<file path="src/rtl/seq_detect_if.sv">
// Host-side bundle for seq_detect_ctrl: config, command, serial input and status.
interface seq_detect_if #(
   parameter int MAX_LEN = 5,
   parameter int CNT_W   = 8
);
   localparam int LW = $clog2(MAX_LEN + 1);

   logic               cfg_we;
   logic [MAX_LEN-1:0] cfg_pattern;
   logic [LW-1:0]      cfg_len;
   logic               cfg_overlap;
   logic [CNT_W-1:0]   cfg_target;
   logic               start;
   logic               abort;
   logic               din;
   logic               din_valid;
   logic               z;
   logic [CNT_W-1:0]   match_cnt;
   logic               busy;
   logic               done;

   modport master (
      output cfg_we, cfg_pattern, cfg_len, cfg_overlap, cfg_target,
      output start, abort, din, din_valid,
      input  z, match_cnt, busy, done
   );

   modport slave (
      input  cfg_we, cfg_pattern, cfg_len, cfg_overlap, cfg_target,
      input  start, abort, din, din_valid,
      output z, match_cnt, busy, done
   );
endinterface

</file>
<file path="src/rtl/seq_detect_ctrl.sv">
// Programmable serial pattern detector with arm/abort control, overlap rule,
// saturating match counter and stop-at-target.
//   state   | meaning
//   S_IDLE  | disarmed, config writable, din ignored
//   S_ARMED | sampling din, counting matches, config locked
//   S_DONE  | target reached, done=1, count held, config writable
module seq_detect_ctrl #(
   parameter int                 MAX_LEN     = 5,
   parameter int                 CNT_W       = 8,
   parameter logic [MAX_LEN-1:0] DEF_PATTERN = 5'b11011,
   parameter int                 DEF_LEN     = 5
) (
   input logic         clk,
   input logic         reset,
   seq_detect_if.slave bus
);
   localparam int LW = $clog2(MAX_LEN + 1);

   typedef enum logic [1:0] {S_IDLE, S_ARMED, S_DONE} state_t;

   state_t             state, state_nx;
   logic [MAX_LEN-1:0] pat_r;
   logic [LW-1:0]      len_r;
   logic               ovl_r;
   logic [CNT_W-1:0]   tgt_r;
   logic [MAX_LEN-2:0] hist;
   logic [LW-1:0]      fill;
   logic [CNT_W-1:0]   cnt;
   logic               z_r;

   logic [MAX_LEN-1:0] window, mask;
   logic [LW:0]        fill_inc;
   logic [CNT_W-1:0]   cnt_inc;
   logic               sample, match, hit, clr, cfg_take;

   function automatic logic [LW-1:0] clamp_len(input logic [LW-1:0] l);
      if (l == '0)
         return LW'(1);
      else if (l > LW'(MAX_LEN))
         return LW'(MAX_LEN);
      else
         return l;
   endfunction

   always_comb begin
      window   = {hist, bus.din};
      mask     = '0;
      for (int i = 0; i < MAX_LEN; i++)
         mask[i] = (i < int'(len_r));
      // abort outranks a coincident match, so it gates sampling entirely
      sample   = (state == S_ARMED) && bus.din_valid && !bus.abort;
      fill_inc = {1'b0, fill} + (LW+1)'(1);
      match    = sample && (fill_inc >= {1'b0, len_r}) && (((window ^ pat_r) & mask) == '0);
      cnt_inc  = (cnt == '1) ? cnt : cnt + CNT_W'(1);
      hit      = match && (tgt_r != '0) && (cnt_inc == tgt_r);
      clr      = bus.start && !bus.abort && (state != S_ARMED);
      cfg_take = bus.cfg_we && (state != S_ARMED);

      state_nx = state;
      case (state)
         S_IDLE:  if (clr) state_nx = S_ARMED;
         S_ARMED: if (bus.abort) state_nx = S_IDLE;
                  else if (hit) state_nx = S_DONE;
         S_DONE:  if (clr) state_nx = S_ARMED;
         default: state_nx = S_IDLE;
      endcase
   end

   always_ff @(posedge clk) begin
      if (reset)
         state <= S_IDLE;
      else
         state <= state_nx;
   end

   always_ff @(posedge clk) begin
      if (reset) begin
         pat_r <= DEF_PATTERN;
         len_r <= LW'(DEF_LEN);
         ovl_r <= 1'b1;
         tgt_r <= '0;
         hist  <= '0;
         fill  <= '0;
         cnt   <= '0;
         z_r   <= 1'b0;
      end else begin
         if (cfg_take) begin
            pat_r <= bus.cfg_pattern;
            len_r <= clamp_len(bus.cfg_len);
            ovl_r <= bus.cfg_overlap;
            tgt_r <= bus.cfg_target;
         end
         if (clr) begin
            hist <= '0;
            fill <= '0;
            cnt  <= '0;
         end else if (sample) begin
            hist <= window[MAX_LEN-2:0];
            if (match && !ovl_r)
               fill <= '0;
            else if (fill_inc >= {1'b0, len_r})
               fill <= len_r;
            else
               fill <= fill_inc[LW-1:0];
            if (match)
               cnt <= cnt_inc;
         end
         z_r <= match;
      end
   end

   assign bus.z         = z_r;
   assign bus.match_cnt = cnt;
   assign bus.busy      = (state == S_ARMED);
   assign bus.done      = (state == S_DONE);
endmodule

</file>
<file path="src/flat_wrapper.sv">
// flat-port wrapper written by rule: the top's interface ports become plain ports
module seq_detect_ctrl_flat 
#(
   parameter int                 MAX_LEN     = 5,
   parameter int                 CNT_W       = 8,
   parameter logic [MAX_LEN-1:0] DEF_PATTERN = 5'b11011,
   parameter int                 DEF_LEN     = 5
)
  (clk, reset, bus_cfg_we, bus_cfg_pattern, bus_cfg_len, bus_cfg_overlap, bus_cfg_target, bus_start, bus_abort, bus_din, bus_din_valid, bus_z, bus_match_cnt, bus_busy, bus_done);
  seq_detect_if #(.MAX_LEN(MAX_LEN), .CNT_W(CNT_W)) bus_i ();
  input logic clk;
  input logic reset;
  input wire logic [$bits(bus_i.cfg_we)-1:0] bus_cfg_we;
  input wire logic [$bits(bus_i.cfg_pattern)-1:0] bus_cfg_pattern;
  input wire logic [$bits(bus_i.cfg_len)-1:0] bus_cfg_len;
  input wire logic [$bits(bus_i.cfg_overlap)-1:0] bus_cfg_overlap;
  input wire logic [$bits(bus_i.cfg_target)-1:0] bus_cfg_target;
  input wire logic [$bits(bus_i.start)-1:0] bus_start;
  input wire logic [$bits(bus_i.abort)-1:0] bus_abort;
  input wire logic [$bits(bus_i.din)-1:0] bus_din;
  input wire logic [$bits(bus_i.din_valid)-1:0] bus_din_valid;
  output wire logic [$bits(bus_i.z)-1:0] bus_z;
  output wire logic [$bits(bus_i.match_cnt)-1:0] bus_match_cnt;
  output wire logic [$bits(bus_i.busy)-1:0] bus_busy;
  output wire logic [$bits(bus_i.done)-1:0] bus_done;
  assign bus_i.cfg_we = bus_cfg_we;
  assign bus_i.cfg_pattern = bus_cfg_pattern;
  assign bus_i.cfg_len = bus_cfg_len;
  assign bus_i.cfg_overlap = bus_cfg_overlap;
  assign bus_i.cfg_target = bus_cfg_target;
  assign bus_i.start = bus_start;
  assign bus_i.abort = bus_abort;
  assign bus_i.din = bus_din;
  assign bus_i.din_valid = bus_din_valid;
  assign bus_z = bus_i.z;
  assign bus_match_cnt = bus_i.match_cnt;
  assign bus_busy = bus_i.busy;
  assign bus_done = bus_i.done;
  seq_detect_ctrl #(.MAX_LEN(MAX_LEN), .CNT_W(CNT_W), .DEF_PATTERN(DEF_PATTERN), .DEF_LEN(DEF_LEN)) u_core (.clk(clk), .reset(reset), .bus(bus_i));
endmodule
</file>
<file path="config.mk">
export PLATFORM = sky130hd
export DESIGN_NAME = seq_detect_ctrl_flat
export DESIGN_NICKNAME = d
export VERILOG_FILES = /design/src/rtl/seq_detect_if.sv /design/src/rtl/seq_detect_ctrl.sv /design/src/flat_wrapper.sv
export SDC_FILE = /design/constraint.sdc
export NUM_CORES = 1
export LEC_CHECK = 0
export CAP_MARGIN = 10
export CORE_UTILIZATION = 56
export CTS_CLUSTER_SIZE = 28
export DETAILED_ROUTE_END_ITERATION = 10
export GPL_TIMING_DRIVEN = 0
export PLACE_DENSITY = 0.93
export SLEW_MARGIN = 10
export SYNTH_ARGS = -nofsm -noshare
export SYNTH_HDL_FRONTEND = slang
export SYNTH_SLANG_ARGS = --single-unit
</file>
<file path="constraint.sdc">
create_clock -name clk -period 4.05 [get_ports clk]
set_input_delay 1.215 -clock clk [delete_from_list [all_inputs] [get_ports clk]]
set_output_delay 1.215 -clock clk [all_outputs]
set_load 0.03 [all_outputs]
</file>
---- After elaboration in Yosys (flattened, before gate mapping) ----
Index checks and enable logic that the tools add are counted.
W data, S select, Z words.
word-level totals
  register bits ........................... 35
  input bits .............................. 24
  output and inout bits ................... 11
  word-level logic and storage cells ...... 56
operators by class
  $add $sub $neg .......................... 2
  order comparisons ....................... 7
  eq/ne operators ......................... 7
  multiplexer cells ....................... 9
  bitwise operators ....................... 2
  reduce and logical (&&, ||, !) cells .... 20
operators by type and width
  operator               count
  $mux W3                4
  $logic_and A1 B1 Y1    10
  $add A8 B1 Y8 const B  1
  $eq A8 B8 Y1           1
  $eq A8 B8 Y1 const B   1
  $mux W8                1
  $reduce_bool A8 Y1     1
  $lt A1 B3 Y1 const A   2
  $lt A2 B3 Y1 const A   2
  $mux W2                3
  $and A5 B5 Y5          1
  $logic_not A5 Y1       1
  $xor A5 B5 Y5          1
  $add A3 B1 Y4 const B  1
  $ge A4 B3 Y1           1
  $ne A2 B1 Y1 const B   2
  $pmux W2 S2            1
  $reduce_and A2 Y1      2
  $reduce_or A2 Y1       2
  $gt A3 B3 Y1 const B   1
  $logic_not A3 Y1       1
  $lt A3 B3 Y1 const A   1
  $ne A3 B2 Y1 const B   1
  $eq A2 B1 Y1 const B   1
  3 further kinds        4

---- Longest topological paths before layout ----
Gate-level depths: netlist of the first run.
  word-level depth ........................ 10
  gate-level depth with buffers ........... 10
  depth with buffers taken out ............ 9

---- Worst setup path after synthesis of the first run ----
OpenSTA, ideal clock, no wires.
  path type ............................... input -> register
  start point ............................. in bus_abort
  end point ............................... reg u_core.state[0]
  library setup time ...................... 0.129 ns
  arrival ................................. 2.314 ns
  required time ........................... 3.921 ns
  slack ................................... 1.607 ns
  stages .................................. 6
  buffers on the path ..................... 0
  path through ............................ nor3b_4 o21ai_0 and4bb_2 nand4_1 nor4_1 o21ai_0
between the ends
  word-level cells in the longest chain between the ends .. 8
  elaborated cells between the ends (all ways) .. 13
  those cells by class .................... eq/ne: 2; mux: 2; reduce/logical: 9
ends and longest elaborated chain
  element                             line                                          source
  start, declared                     flat_wrapper.sv:19                            input wire logic [$bits(bus_i.abort)-1:0] bus_abort;
  $logic_not A1 Y1                    seq_detect_ctrl.sv:51, seq_detect_ctrl.sv:56
  $logic_and A1 B1 Y1                 seq_detect_ctrl.sv:51                         sample = (state == S_ARMED) && bus.din_valid && !bus.abort;
  $logic_and A1 B1 Y1 (2 in a row)    seq_detect_ctrl.sv:53                         match = sample && (fill_inc >= {1'b0, len_r}) && (((window ^ pat_r) & mask) == '0);
  $logic_and A1 B1 Y1 (2 in a row)    seq_detect_ctrl.sv:55                         hit = match && (tgt_r != '0) && (cnt_inc == tgt_r);
  $ne A3 B2 Y1 (no source line)       -
  $reduce_and A2 Y1 (no source line)  -
  end signal, assigned                seq_detect_ctrl.sv:73                         state <= state_nx;
  end, declared                       seq_detect_ctrl.sv:21                         state_t state, state_nx;
Several ways; a longest one is shown, not always the timed one.
A chain may end at the register's enable or synchronous reset.

---- Final worst setup path of the first run ----
Same ends and word-level chain as after synthesis.

==> reports/results.ini, run 1 <==
[detailed_routing]
routed_wirelength_um=4336
dr.first_iter.drc_count=90
vias=1892
ant_nets=0
firstDrtPassIters=4
via_per_inst=5.548
route.detailed.drc=0
wl_per_cell_um=12.72

[clock_tree]
cts.path.max_buffers=2
holdBufCountCts=0
clkSlewWorstSetupHoldPaths_ps=110
cts_max_level=2
post_cts_resized=0
cts.sinks=35
cts_tree=yes
clk_root_buffer_cell=clkbuf_4
post-cts-setup-buffers=0
clock_latency_ps=350
cts_buffers=5

[pwr]
pwr_density_cell_nw_per_um2=269.4
total_power_mw=0.6522
p_leak_nw=0.9085
ir_drop_uv=279.0

[sta]
min_period_ps=3035
finalSetupTns_ps=0
fmax_ghz=0.3295
tightest_slew_ps=540.8
finalHoldViolations=0
setup_viol=0
timing.hold.ws_ps=474.2
finClkSkew_ps=11.00
rsz0062_at_grt=false
slew_headroom_pct=63.95
post-route-period-util_pct=74.93
report.final.slew_viol_count=0

[yosys]
synth_nets=282
yosysUniqueCellTypes=46
synth_ff_type=dfxtp_1
ys_seq_elements=35
netlist_instances=253
syn_avg_cell_area_um2=7.784
async_reset_ff_share_pct=0
ys_warn_count=0
synth_seq_area_share_pct=35.58
synthesis.area_um2=1969
synth-edff-count=0

[layout]
fin_cells=341
area_delta_synth_final_pct=22.94
fill_cells=290
finalInstanceArea_um2=2421
final_cell_mix=nand2_1 (54), dfxtp_1 (35), clkdlybuf4s50_1 (34)
num-nets-final=323
diodes=0
drive_gt1_share_pct=9.153
layout_commonest_cell=nand2_1

[placement]
io_buffers=34
place.detailed.hpwl_um=3277
gp_congestion=0.9080
postPlaceCellArea_um2=2367
dp.cells=333

[grt]
overflow=0
grt_usage_pct=26.73
grt_pass1_wl_um=7369
antenna_found_initial=0
grt_pass1_vias=1751
grt_max_degree=12

[floorplanning]
initial_utilization_pct=58.56
core_um2=3363
io_pins=35
fp-row-count=21
die_w_um=61.30
die_y_um=61.30
dieArea_um2=3758

[setup_path]
arrival_ps=3270
cp_slowest_cell=clkdlybuf4s50_1
path_max_fanout=5
startpoint_type=primary input
max_stage_delay_ps=520
crit_required_ps=4290
critPathMostFrequentCell=o21ai_0
end_kind=flip-flop
path_cells=clkdlybuf4s50_1 > nor3b_4 > o21ai_0 > and4bb_2 > nand4_1 > nor4_1 > o21ai_0
path_class=primary input to flip-flop

[outcome]
outcome=finished, final reports clean

[hold_path]
hold_path_class=flip-flop to flip-flop

[flow_run]
max-cap-violations=0

final cells by class:
type / count / area [µm²] / share of cell area, %
repair buffers: 34 / 340.3 / 14.06
flip-flops and latches: 35 / 700.7 / 28.94
well taps: 46 / 57.56 / 2.377
inverters: 7 / 26.28 / 1.085
clock buffers: 6 / 41.29 / 1.705
multi-input cells: 197 / 1159 / 47.86
clock inverters: 2 / 12.51 / 0.5168
plain buffers: 14 / 83.83 / 3.463
metrics by stage:
stage               utilization, %  worst slack, ps
floorplan                        -             1607
finish                       71.99             1015
CTS                          71.99             1031
global route                 71.99            853.9
global placement             70.39            733.6
detailed placement           70.39            654.2
critical path, delay by kind of cell:
| kind | cells | cell delay (ps) |
|---|---|---|
| buffers and inverters | 1 | 520 |
| AND/OR/NAND/NOR | 4 | 1280 |
| AO/OA/AOI/OAI | 2 | 250 |
registers in the layout (all words and copies together) (netlist names):
| signal | flops |
|---|---|
| u_core.bus.match_cnt | 8 |
| u_core.bus.z | 1 |
| u_core.fill | 3 |
| u_core.hist | 4 |
| u_core.len_r | 3 |
| u_core.ovl_r | 1 |
| u_core.pat_r | 5 |
| u_core.state | 2 |
| u_core.tgt_r | 8 |
power by group:
part	switching [mW]	leakage [nW]	internal, mW
Sequential	0.0119	0.286	0.357
Clock	0.121	0.0282	0.0669
Combinational	0.0466	0.595	0.0486
Total	0.180	0.908	0.472
logic make-up (layout without fill, tap and decap cells):
| family | after synthesis | in the layout | synth area share [%] |
|---|---|---|---|
| multiplexers | 4 | 4 | 2.097 |
| AND/OR/NAND/NOR | 119 | 119 | 31.83 |
| flip-flops | 35 | 35 | 35.58 |
| AO/OA/AOI/OAI | 55 | 55 | 15.50 |
| buffers and inverters | 21 | 63 | 5.591 |
| XOR/XNOR | 14 | 14 | 6.226 |
| adder cells (fa/ha/maj) | 5 | 5 | 3.177 |
synthesized netlist by cell type, drive strengths merged, types with 3 or more instances:
cell	instances	area, µm²
o21ai	15	75.07
nor4	3	25.02
or3	4	25.02
nor2	13	48.80
inv	7	26.28
nor2b	5	31.28
buf	6	47.54
ha	5	62.56
nand3	10	62.56
nand2	54	202.7
a21oi	28	140.1
clkbuf	7	27.52
nor3	5	25.02
xor2	7	61.31
xnor2	7	61.31
and3	6	46.29
nand3b	7	52.55
dfxtp	35	700.7
mux2i	3	30.03
a31oi	3	18.77
metal layers:
metal / up-vias / global-route usage (%) / wire (µm)
met5: - / 0 / 0
met4: 0 / 11.69 / 87
met3: 9 / 6.933 / 195
met2: 60 / 41.93 / 1960
met1: 862 / 34.67 / 2094
li1: 961 / - / -
path summary, 6_finish.rpt:
check | from | endpoint | slack, ps | depth (start not counted)
min reg2reg | u_core.ovl_r$_SDFFE_PP1P_ | u_core.ovl_r$_SDFFE_PP1P_ | 470 | 2
min | u_core.ovl_r$_SDFFE_PP1P_ | u_core.ovl_r$_SDFFE_PP1P_ | 470 | 2
max | bus_abort | u_core.state[0]$_SDFFE_PP0P_ | 1020 | 7
max reg2reg | u_core.fill[0]$_SDFFE_PP0P_ | u_core.state[0]$_SDFFE_PP0P_ | 1400 | 9
Note: power is estimated with default switching activity, not from simulation.
==> run 2, diff against run 1 <==
- CORE_UTILIZATION: 56 -> 47
- PLACE_DENSITY: 0.93 -> 0.84
- clock period: 4.05 -> 2.6 ns (I/O delays scaled with it)
==> reports/results.ini, run 2 (synthesis results as in run 1) <==
[setup_path]
end_kind=flip-flop
startpoint_type=primary input
path_class=primary input to flip-flop
path_max_fanout=10
arrival_ps=2640
crit_required_ps=2770

[clock_tree]
cts_buffers=5
clk_root_buffer_cell=clkbuf_8
cts.sinks=35
clkSlewWorstSetupHoldPaths_ps=70
clock_latency_ps=300
cts.path.max_buffers=2
cts_tree=yes
cts_max_level=2

[floorplanning]
die_w_um=66.73
die_y_um=66.73
fp-row-count=23
core_um2=4000
io_pins=35
dieArea_um2=4453
initial_utilization_pct=49.23

[detailed_routing]
wl_per_cell_um=11.87
firstDrtPassIters=4
via_per_inst=5.351
vias=1862
route.detailed.drc=0
routed_wirelength_um=4131
ant_nets=0
dr.first_iter.drc_count=68

[grt]
overflow=0
grt_max_degree=12
antenna_found_initial=0
grt_pass1_vias=1571
grt_pass1_wl_um=6989
grt_usage_pct=20.92

[sta]
post-route-period-util_pct=95.28
finClkSkew_ps=8.915
slew_headroom_pct=57.53
fin_ws_ps=122.8
tightest_slew_ps=629.1
setup_viol=0
min_period_ps=2477
finalHoldViolations=0
timing.hold.ws_ps=470.3
report.final.slew_viol_count=0
fmax_ghz=0.4037

[pwr]
ir_drop_uv=329.6
pwr_density_cell_nw_per_um2=463.6
p_leak_nw=0.9487

[flow_run]
max-cap-violations=0

[layout]
final_util_pct=62.93
area_delta_synth_final_pct=27.83
layout_commonest_cell=nand2_1
num-nets-final=326
drive_gt1_share_pct=11.07
final_cell_mix=nand2_1 (54), dfxtp_1 (35), clkdlybuf4s50_1 (34)
finalInstanceArea_um2=2517
diodes=0
fin_cells=348

[placement]
io_buffers=34
place.detailed.hpwl_um=3026
dp_slack_ps=-316.1
postPlaceCellArea_um2=2372
dp.cells=337
gp_congestion=0.8729

[outcome]
outcome=finished, final reports clean

[hold_path]
hold_path_class=flip-flop to flip-flop

-- run 2: cell count changes in the layout (fill, tap and decap cells not counted), sizes merged --
cell / delta
clkbuf: +1
buf: +3
clkinv: -1
-- run 2: what timing repair did --
action                                  in CTS  in global routing
setup buffers                                0                  3
hold buffers                                 0                  0
hold endpoints to repair                     0                  0
resized for setup                            0                  3
endpoints found under the setup margin       0                  5
-- run 2: stage by stage --
| stage | total power, mW | TNS [ps] |
|---|---|---|
| CTS | 1.168 | 0 |
| detailed placement | 0.7328 | -1646 |
| global route | 1.217 | -69.93 |
| finish | 1.167 | 0 |
| floorplan | 0.6699 | 0 |
| global placement | 0.7299 | -1380 |
-- run 2: critical path: stages --
cell	delay, ps
clkdlybuf4s50_1	540
nor3b_4	290
o21ai_0	100
and4bb_2	340
buf_2	230
nand2_1	150
xor2_1	160
nor2_1	50
-- run 2: area by class of cell --
type	count	area [µm²]
buffer	14	83.83
clock buffer	7	96.34
clock inverter	1	7.507
fill	357	1483
inverter	7	26.28
multi-input combinational	197	1177
sequential	35	700.7
tap	50	62.56
timing repair buffer	37	362.8
-- run 2: power by group --
| group | total, mW | switching (mW) | internal (mW) |
|---|---|---|---|
| logic | 0.151 | 0.0733 | 0.0777 |
| registers | 0.575 | 0.0189 | 0.556 |
| clock network | 0.442 | 0.201 | 0.241 |
| total | 1.17 | 0.293 | 0.874 |
-- run 2: path summary, 6_finish.rpt --
check,cells after the start,startpoint,endpoint,slack (ps)
worst max-delay path,8,bus_abort,u_core.bus.match_cnt[0]$_SDFFE_PP0P_,120
worst min register to register,2,u_core.state[1]$_SDFFE_PP0P_,u_core.state[1]$_SDFFE_PP0P_,470
worst min-delay path,2,u_core.state[1]$_SDFFE_PP0P_,u_core.state[1]$_SDFFE_PP0P_,470
worst max register to register,9,u_core.bus.match_cnt[0]$_SDFFE_PP0P_,u_core.state[0]$_SDFFE_PP0P_,130
-- run 2: layer usage --
layer | wire length, µm | global-route usage [%] | vias to the layer above
met5 | 0 | 0 | -
met4 | 41 | 7.979 | 0
met3 | 208 | 4.623 | 4
met2 | 1888 | 31.69 | 51
met1 | 1992 | 28.56 | 843
li1 | - | - | 964
